<file path="src/rtl/sdram_arb_pkg.sv">
// Shared encodings for the SDRAM request arbiter: FSM states, burst-engine
// command codes and the field boundaries of the {bank,row,col} address.
package sdram_arb_pkg;

  typedef enum logic [2:0] {
    ST_IDLE  = 3'd0,
    ST_ISSUE = 3'd1,
    ST_BUSY  = 3'd2,
    ST_ACK   = 3'd3
  } arb_state_t;

  typedef enum logic [1:0] {
    CMD_NOP     = 2'b00,
    CMD_REFRESH = 2'b01,
    CMD_WRITE   = 2'b10,
    CMD_READ    = 2'b11
  } eng_cmd_t;

  localparam int BANK_MSB = 23;
  localparam int BANK_LSB = 22;
  localparam int ROW_MSB  = 21;
  localparam int ROW_LSB  = 9;
  localparam int COL_MSB  = 8;
  localparam int COL_LSB  = 0;

endpackage

</file>
<file path="src/rtl/sdram_ref_timer.sv">
// Auto-refresh interval timer: down-counter that raises ref_pend on every
// terminal count and flags ref_miss if the previous refresh was never taken.
module sdram_ref_timer
  import sdram_arb_pkg::*;
#(
  parameter int REF_INTERVAL = 1040
) (
  input  logic clk,
  input  logic rst_n,
  input  logic ref_ack,
  output logic ref_pend,
  output logic ref_miss
);

  localparam int CNT_W = (REF_INTERVAL > 2) ? $clog2(REF_INTERVAL) : 1;
  localparam logic [CNT_W-1:0] RELOAD = CNT_W'(REF_INTERVAL - 1);

  logic [CNT_W-1:0] cnt;
  logic             reload;

  assign reload = (cnt == '0);

  always_ff @(posedge clk) begin
    if (!rst_n) begin
      cnt      <= RELOAD;
      ref_pend <= 1'b0;
      ref_miss <= 1'b0;
    end else begin
      cnt <= reload ? RELOAD : cnt - 1'b1;
      // a new interval wins over an acceptance landing on the same edge
      if (reload)
        ref_pend <= 1'b1;
      else if (ref_ack)
        ref_pend <= 1'b0;
      if (reload && ref_pend && !ref_ack)
        ref_miss <= 1'b1;
    end
  end

endmodule

</file>
<file path="src/rtl/sdram_req_arbiter.sv">
// Grants one camera-write / VGA-read page burst at a time, interleaves refresh.
// Optional grant counters are enabled by defining ARB_GRANT_STATS_EN.
//
// state | meaning
// IDLE  | pick refresh / write / read, latch command and address
// ISSUE | eng_valid high until the engine accepts
// BUSY  | waiting for eng_done
// ACK   | one-cycle ack to the served requester
module sdram_req_arbiter
  import sdram_arb_pkg::*;
#(
  parameter int ADDR_W       = 24,
  parameter int REF_INTERVAL = 1040,
  parameter int ACK_HOLDOFF  = 1
) (
  input  logic              clk,
  input  logic              rst_n,
  input  logic              wr_sdram_req,
  input  logic [ADDR_W-1:0] wr_sdram_add,
  output logic              wr_sdram_ack,
  input  logic              rd_sdram_req,
  input  logic [ADDR_W-1:0] rd_sdram_add,
  output logic              rd_sdram_ack,
  output logic              eng_valid,
  output logic [1:0]        eng_cmd,
  output logic [ADDR_W-1:0] eng_addr,
  input  logic              eng_ready,
  input  logic              eng_done,
  output logic [2:0]        arb_state,
  output logic              ref_miss,
  output logic [15:0]       wr_grants,
  output logic [15:0]       rd_grants
);

  localparam logic [1:0] HOLD = 2'(ACK_HOLDOFF);

  arb_state_t        state, state_nxt;
  eng_cmd_t          cmd_q, cmd_nxt;
  logic [ADDR_W-1:0] addr_q, addr_nxt;
  logic              last_rd;
  logic [1:0]        hold_cnt;
  logic              hold_rd;
  logic              wr_ok, rd_ok;
  logic              ref_pend, ref_ack;

  sdram_ref_timer #(.REF_INTERVAL(REF_INTERVAL)) u_ref_timer (
    .clk      (clk),
    .rst_n    (rst_n),
    .ref_ack  (ref_ack),
    .ref_pend (ref_pend),
    .ref_miss (ref_miss)
  );

  // the just-served requester still shows its stale req for a few cycles
  assign wr_ok = wr_sdram_req && !((hold_cnt != 2'd0) && !hold_rd);
  assign rd_ok = rd_sdram_req && !((hold_cnt != 2'd0) &&  hold_rd);

  assign ref_ack = (state == ST_ISSUE) && eng_ready && (cmd_q == CMD_REFRESH);

  always_comb begin
    state_nxt = state;
    cmd_nxt   = cmd_q;
    addr_nxt  = addr_q;
    case (state)
      ST_IDLE: begin
        if (ref_pend) begin
          cmd_nxt   = CMD_REFRESH;
          addr_nxt  = '0;
          state_nxt = ST_ISSUE;
        end else if (wr_ok && (!rd_ok || last_rd)) begin
          cmd_nxt   = CMD_WRITE;
          addr_nxt  = wr_sdram_add;
          state_nxt = ST_ISSUE;
        end else if (rd_ok) begin
          cmd_nxt   = CMD_READ;
          addr_nxt  = rd_sdram_add;
          state_nxt = ST_ISSUE;
        end
      end
      ST_ISSUE: if (eng_ready) state_nxt = ST_BUSY;
      ST_BUSY:  if (eng_done)  state_nxt = (cmd_q == CMD_REFRESH) ? ST_IDLE : ST_ACK;
      ST_ACK:   state_nxt = ST_IDLE;
      default:  state_nxt = ST_IDLE;
    endcase
  end

  always_ff @(posedge clk) begin
    if (!rst_n) begin
      state    <= ST_IDLE;
      cmd_q    <= CMD_NOP;
      addr_q   <= '0;
      last_rd  <= 1'b1;
      hold_cnt <= 2'd0;
      hold_rd  <= 1'b0;
    end else begin
      state  <= state_nxt;
      cmd_q  <= cmd_nxt;
      addr_q <= addr_nxt;
      if (state == ST_ACK) begin
        last_rd  <= (cmd_q == CMD_READ);
        hold_rd  <= (cmd_q == CMD_READ);
        hold_cnt <= HOLD;
      end else if (hold_cnt != 2'd0) begin
        hold_cnt <= hold_cnt - 2'd1;
      end
    end
  end

  assign eng_valid    = (state == ST_ISSUE);
  assign eng_cmd      = cmd_q;
  assign eng_addr     = addr_q;
  assign arb_state    = state;
  assign wr_sdram_ack = (state == ST_ACK) && (cmd_q == CMD_WRITE);
  assign rd_sdram_ack = (state == ST_ACK) && (cmd_q == CMD_READ);

`ifdef ARB_GRANT_STATS_EN
  logic [15:0] wr_cnt, rd_cnt;

  always_ff @(posedge clk) begin
    if (!rst_n) begin
      wr_cnt <= 16'd0;
      rd_cnt <= 16'd0;
    end else begin
      if (wr_sdram_ack && (wr_cnt != 16'hFFFF)) wr_cnt <= wr_cnt + 16'd1;
      if (rd_sdram_ack && (rd_cnt != 16'hFFFF)) rd_cnt <= rd_cnt + 16'd1;
    end
  end

  assign wr_grants = wr_cnt;
  assign rd_grants = rd_cnt;
`else
  assign wr_grants = 16'd0;
  assign rd_grants = 16'd0;
`endif

endmodule

</file>
<file path="config.mk">
export PLATFORM = sky130hd
export DESIGN_NAME = sdram_req_arbiter
export DESIGN_NICKNAME = d
export VERILOG_FILES = /design/src/rtl/sdram_arb_pkg.sv /design/src/rtl/sdram_ref_timer.sv /design/src/rtl/sdram_req_arbiter.sv
export SDC_FILE = /design/constraint.sdc
export NUM_CORES = 1
export LEC_CHECK = 0
export ABC_AREA = 1
export CAP_MARGIN = 20
export CORE_MARGIN = 3
export CORE_UTILIZATION = 41
export CTS_CLUSTER_SIZE = 10
export DETAILED_ROUTE_END_ITERATION = 10
export GPL_TIMING_DRIVEN = 0
export PLACE_DENSITY_LB_ADDON = 0.3
export RECOVER_POWER = 100
export SLEW_MARGIN = 20
export SYNTH_ARGS = -nofsm -noshare
export SYNTH_HDL_FRONTEND = slang
export SYNTH_SLANG_ARGS = --single-unit
</file>
<file path="constraint.sdc">
create_clock -name clk -period 1.9 [get_ports clk]
set_input_delay 0.285 -clock clk [delete_from_list [all_inputs] [get_ports clk]]
set_output_delay 0.285 -clock clk [all_outputs]
set_load 0.05 [all_outputs]
</file>
==> flow_summary.ini, run 1 <==
[status]
status = finished, final reports clean

[cells_and_area]
diodes = 0
post-route-util_pct = 64.1
drive_above_1_share_pct = 12.8
nets = 563
syn_to_final_growth_pct = 45.4
final_common_cell = clkdlybuf4s50_1
final_area_um2 = 3680
layout_common_cells = 81 x clkdlybuf4s50_1, 75 x nand2_1, 71 x inv_1

[die]
rows = 27
die_h_um = 84.6
placeableCoreArea_um2 = 5740
fp.dieW_um = 84.6
fp.dieArea_um2 = 7150
floorplan.initialDensity_pct = 44.1
io-pin-count = 119

[worst_hold_path]
hold_path.class = flip-flop to flip-flop

[clocking]
clock-root-buffer = clkbuf_8
cts_setup_buffers = 0
cts_tree = done
clock_latency_ns = 0.29
cts_max_path_buffers = 2
cts_sinks = 45
path_clk_slew_ns = 0.08
h-tree-depth = 2
numCtsBuffers = 5

[routing]
via_per_inst = 4.48
num_vias = 2596
drc_errors = 0
first_iter_violations = 71
routedWlPerCell_um = 10.9
routed_wl_um = 6300
ant_nets = 0
dr.pass1.iters = 4

[sta]
finalHoldViolations = 0
max_freq_mhz = 551
tns_ns = 0
finalSetupViolations = 0
max_slew_margin_pct = 63.6
period_minus_slack_ns = 1.81
tightest_slew_ns = 0.544
skew_ns = 0.00456
drv_slew = 0
period_share_pct = 95.4

[worst_setup_path]
cp.required_ns = 1.62
endpoint = eng_cmd[0]
cp_num_buf_inv = 1
slowest_stage = clkdlybuf4s50_1
cp-start-kind = flip-flop
rrSetupSlack_ns = 0.15
rr_worst_depth = 10
timing.rr.start = hold_cnt[0]$_SDFFE_PN0P_
worstPathArrival_ns = 1.53
reg2reg_to = eng_addr[22]$_SDFFE_PN0P_
crit_start = eng_cmd[0]$_SDFFE_PN0P_
end_kind = output pin
cp_max_fo = 4
crit_family = buffers and inverters
cp_cell_sequence = clkdlybuf4s50_1
cp_slowest_stage_delay_ns = 0.85
worstSetupPathDepth = 1
worstSetupPathType = flip-flop to output pin

[synth]
ys_ff_latch = 45
yosys.area.top_type_share_pct = 35.6
syn_area_um2 = 2530
synth_area_leader_cell = dfxtp_1
yosysUniqueCellTypes = 26
avgSynthCellArea_um2 = 6.63
ys.warnings.count = 0
synthCells = 382
synth-seq-area-share_pct = 35.6
synth_top_flop_cell = dfxtp_1
synth-async-reset-ratio_pct = 0
synth-edff-count = 0
ys_top_cells_by_area = dfxtp_1 36%, nand3_1 11%, nand2_1 11%

[job]
maxCapViolCount = 0

[placement]
io_buffers = 85
dpl-instance-area_um2 = 3600
dp_hpwl_um = 5140
gp_congestion = 0.784

[power_and_ir_drop]
p_leak_uw = 0.00185
ir_drop_v = 0.000696
powerDensity_nw_per_um2 = 1290

[grt]
grt_pass1_vias = 2360
grt.total_usage_pct = 17.3
grt.overflow.total = 0
grt_pass1_wl_um = 10200
antenna_found_initial = 0
grt_max_degree = 14
## worst reg2reg max path, stage by stage, from the launching register on
cell and delay (ns):
dfxtp_1 0.31, inv_1 0.08, ha_1 0.24, inv_2 0.08, nand2_2 0.08, nand3_2 0.16, nand2_2 0.19, clkbuf_4 0.24
nand2_1 0.08, nand3_1 0.09, a21oi_1 0.06
## per-stage QoR
stage / std cells / hold WS [ns] / power [uW] / setup WS (ns)
final: 579 / 0.421 / 4750 / 0.0866
after global routing: 579 / 0.443 / 5070 / -0.00301
after CTS: 579 / 0.424 / 4770 / 0.0170
after detailed placement: 571 / 0.403 / 4220 / -0.0158
after global placement: 571 / 0.393 / 4160 / 0.00911
after floorplan: 414 / 0.376 / 3370 / -0.00365
## report_power, final
part / switching, uW / internal [uW]
Sequential: 136 / 1190
Clock: 312 / 255
Combinational: 1900 / 958
## worst min-delay path by stage
stage,start,end,slack [ns],depth (start not counted)
2_1_floorplan,u_ref_timer.cnt[0]$_SDFF_PP1_,u_ref_timer.cnt[0]$_SDFF_PP1_,0.38,1
5_1_grt,u_ref_timer.cnt[0]$_SDFF_PP1_,u_ref_timer.cnt[0]$_SDFF_PP1_,0.44,1
6_report,u_ref_timer.cnt[0]$_SDFF_PP1_,u_ref_timer.cnt[0]$_SDFF_PP1_,0.42,1
3_5_place_dp,u_ref_timer.cnt[0]$_SDFF_PP1_,u_ref_timer.cnt[0]$_SDFF_PP1_,0.40,1
3_3_place_gp,u_ref_timer.cnt[0]$_SDFF_PP1_,u_ref_timer.cnt[0]$_SDFF_PP1_,0.39,1
4_1_cts,u_ref_timer.cnt[0]$_SDFF_PP1_,u_ref_timer.cnt[0]$_SDFF_PP1_,0.42,1
## cell type report
cell class              count  area, um2
clock inverters             2       10.0
multi-input cells         249       1170
fillers                   556       2060
repair buffers             85        840
flip-flops and latches     45        901
plain buffers              46        319
inverters                  74        278
clock buffers               6       72.6
well taps                  72       90.1
## cells by family (layout without fill, tap and decap cells)
kind of cell	count (synthesis)	after routing	synth area share, %
AOI/OAI and AO/OA	43	43	9.34
buffers and inverters	120	213	23.2
DFF	45	45	35.6
adders and majority gates	3	3	1.48
and+or+nand+nor	166	166	28.8
other	1	33	0.148
xor gates and xnor gates	4	4	1.38
## state kept, by name (all words and copies together) (netlist names)
signal,count
arb_state,2
eng_addr,24
eng_cmd,2
hold_cnt,2
hold_rd,1
last_rd,1
u_ref_timer.cnt,11
u_ref_timer.ref_miss,1
u_ref_timer.ref_pend,1
## Yosys cell counts, types with 2 or more instances
library cell / number
a21oi_1: 35
buf_1: 3
buf_2: 5
buf_4: 35
clkbuf_1: 3
dfxtp_1: 45
ha_1: 3
inv_1: 71
inv_2: 3
nand2_1: 75
nand2_2: 4
nand3_1: 58
nand4_1: 3
nor2_1: 22
nor3_1: 2
o21ai_0: 3
xor2_1: 3
## layer usage
layer,vias to the layer above,wire length [um],global-route usage (%)
met2,90,3150,30.9
li1,1362,-,-
met4,0,114,6.33
met1,1134,2520,19.5
met3,10,522,5.00
met5,-,0,0
## repair_timing
item / 4_1_cts / 5_1_grt
gates resized for setup: 3 / 9
setup endpoints to repair: 3 / 20
hold buffers: 0 / 0
(Power assumes the default switching activity.)
==> run 2: changes to the inputs <==
--- a/config.mk
+++ b/config.mk
@@ -6,6 +6,7 @@
 export NUM_CORES = 1
 export LEC_CHECK = 0
 export ABC_AREA = 1
+export ABC_CLOCK_PERIOD_IN_PS = 1900
 export CAP_MARGIN = 20
 export CORE_MARGIN = 3
 export CORE_UTILIZATION = 41
==> results of run 2 <==
Final layout, timing and power as in run 1 (identical DEF).
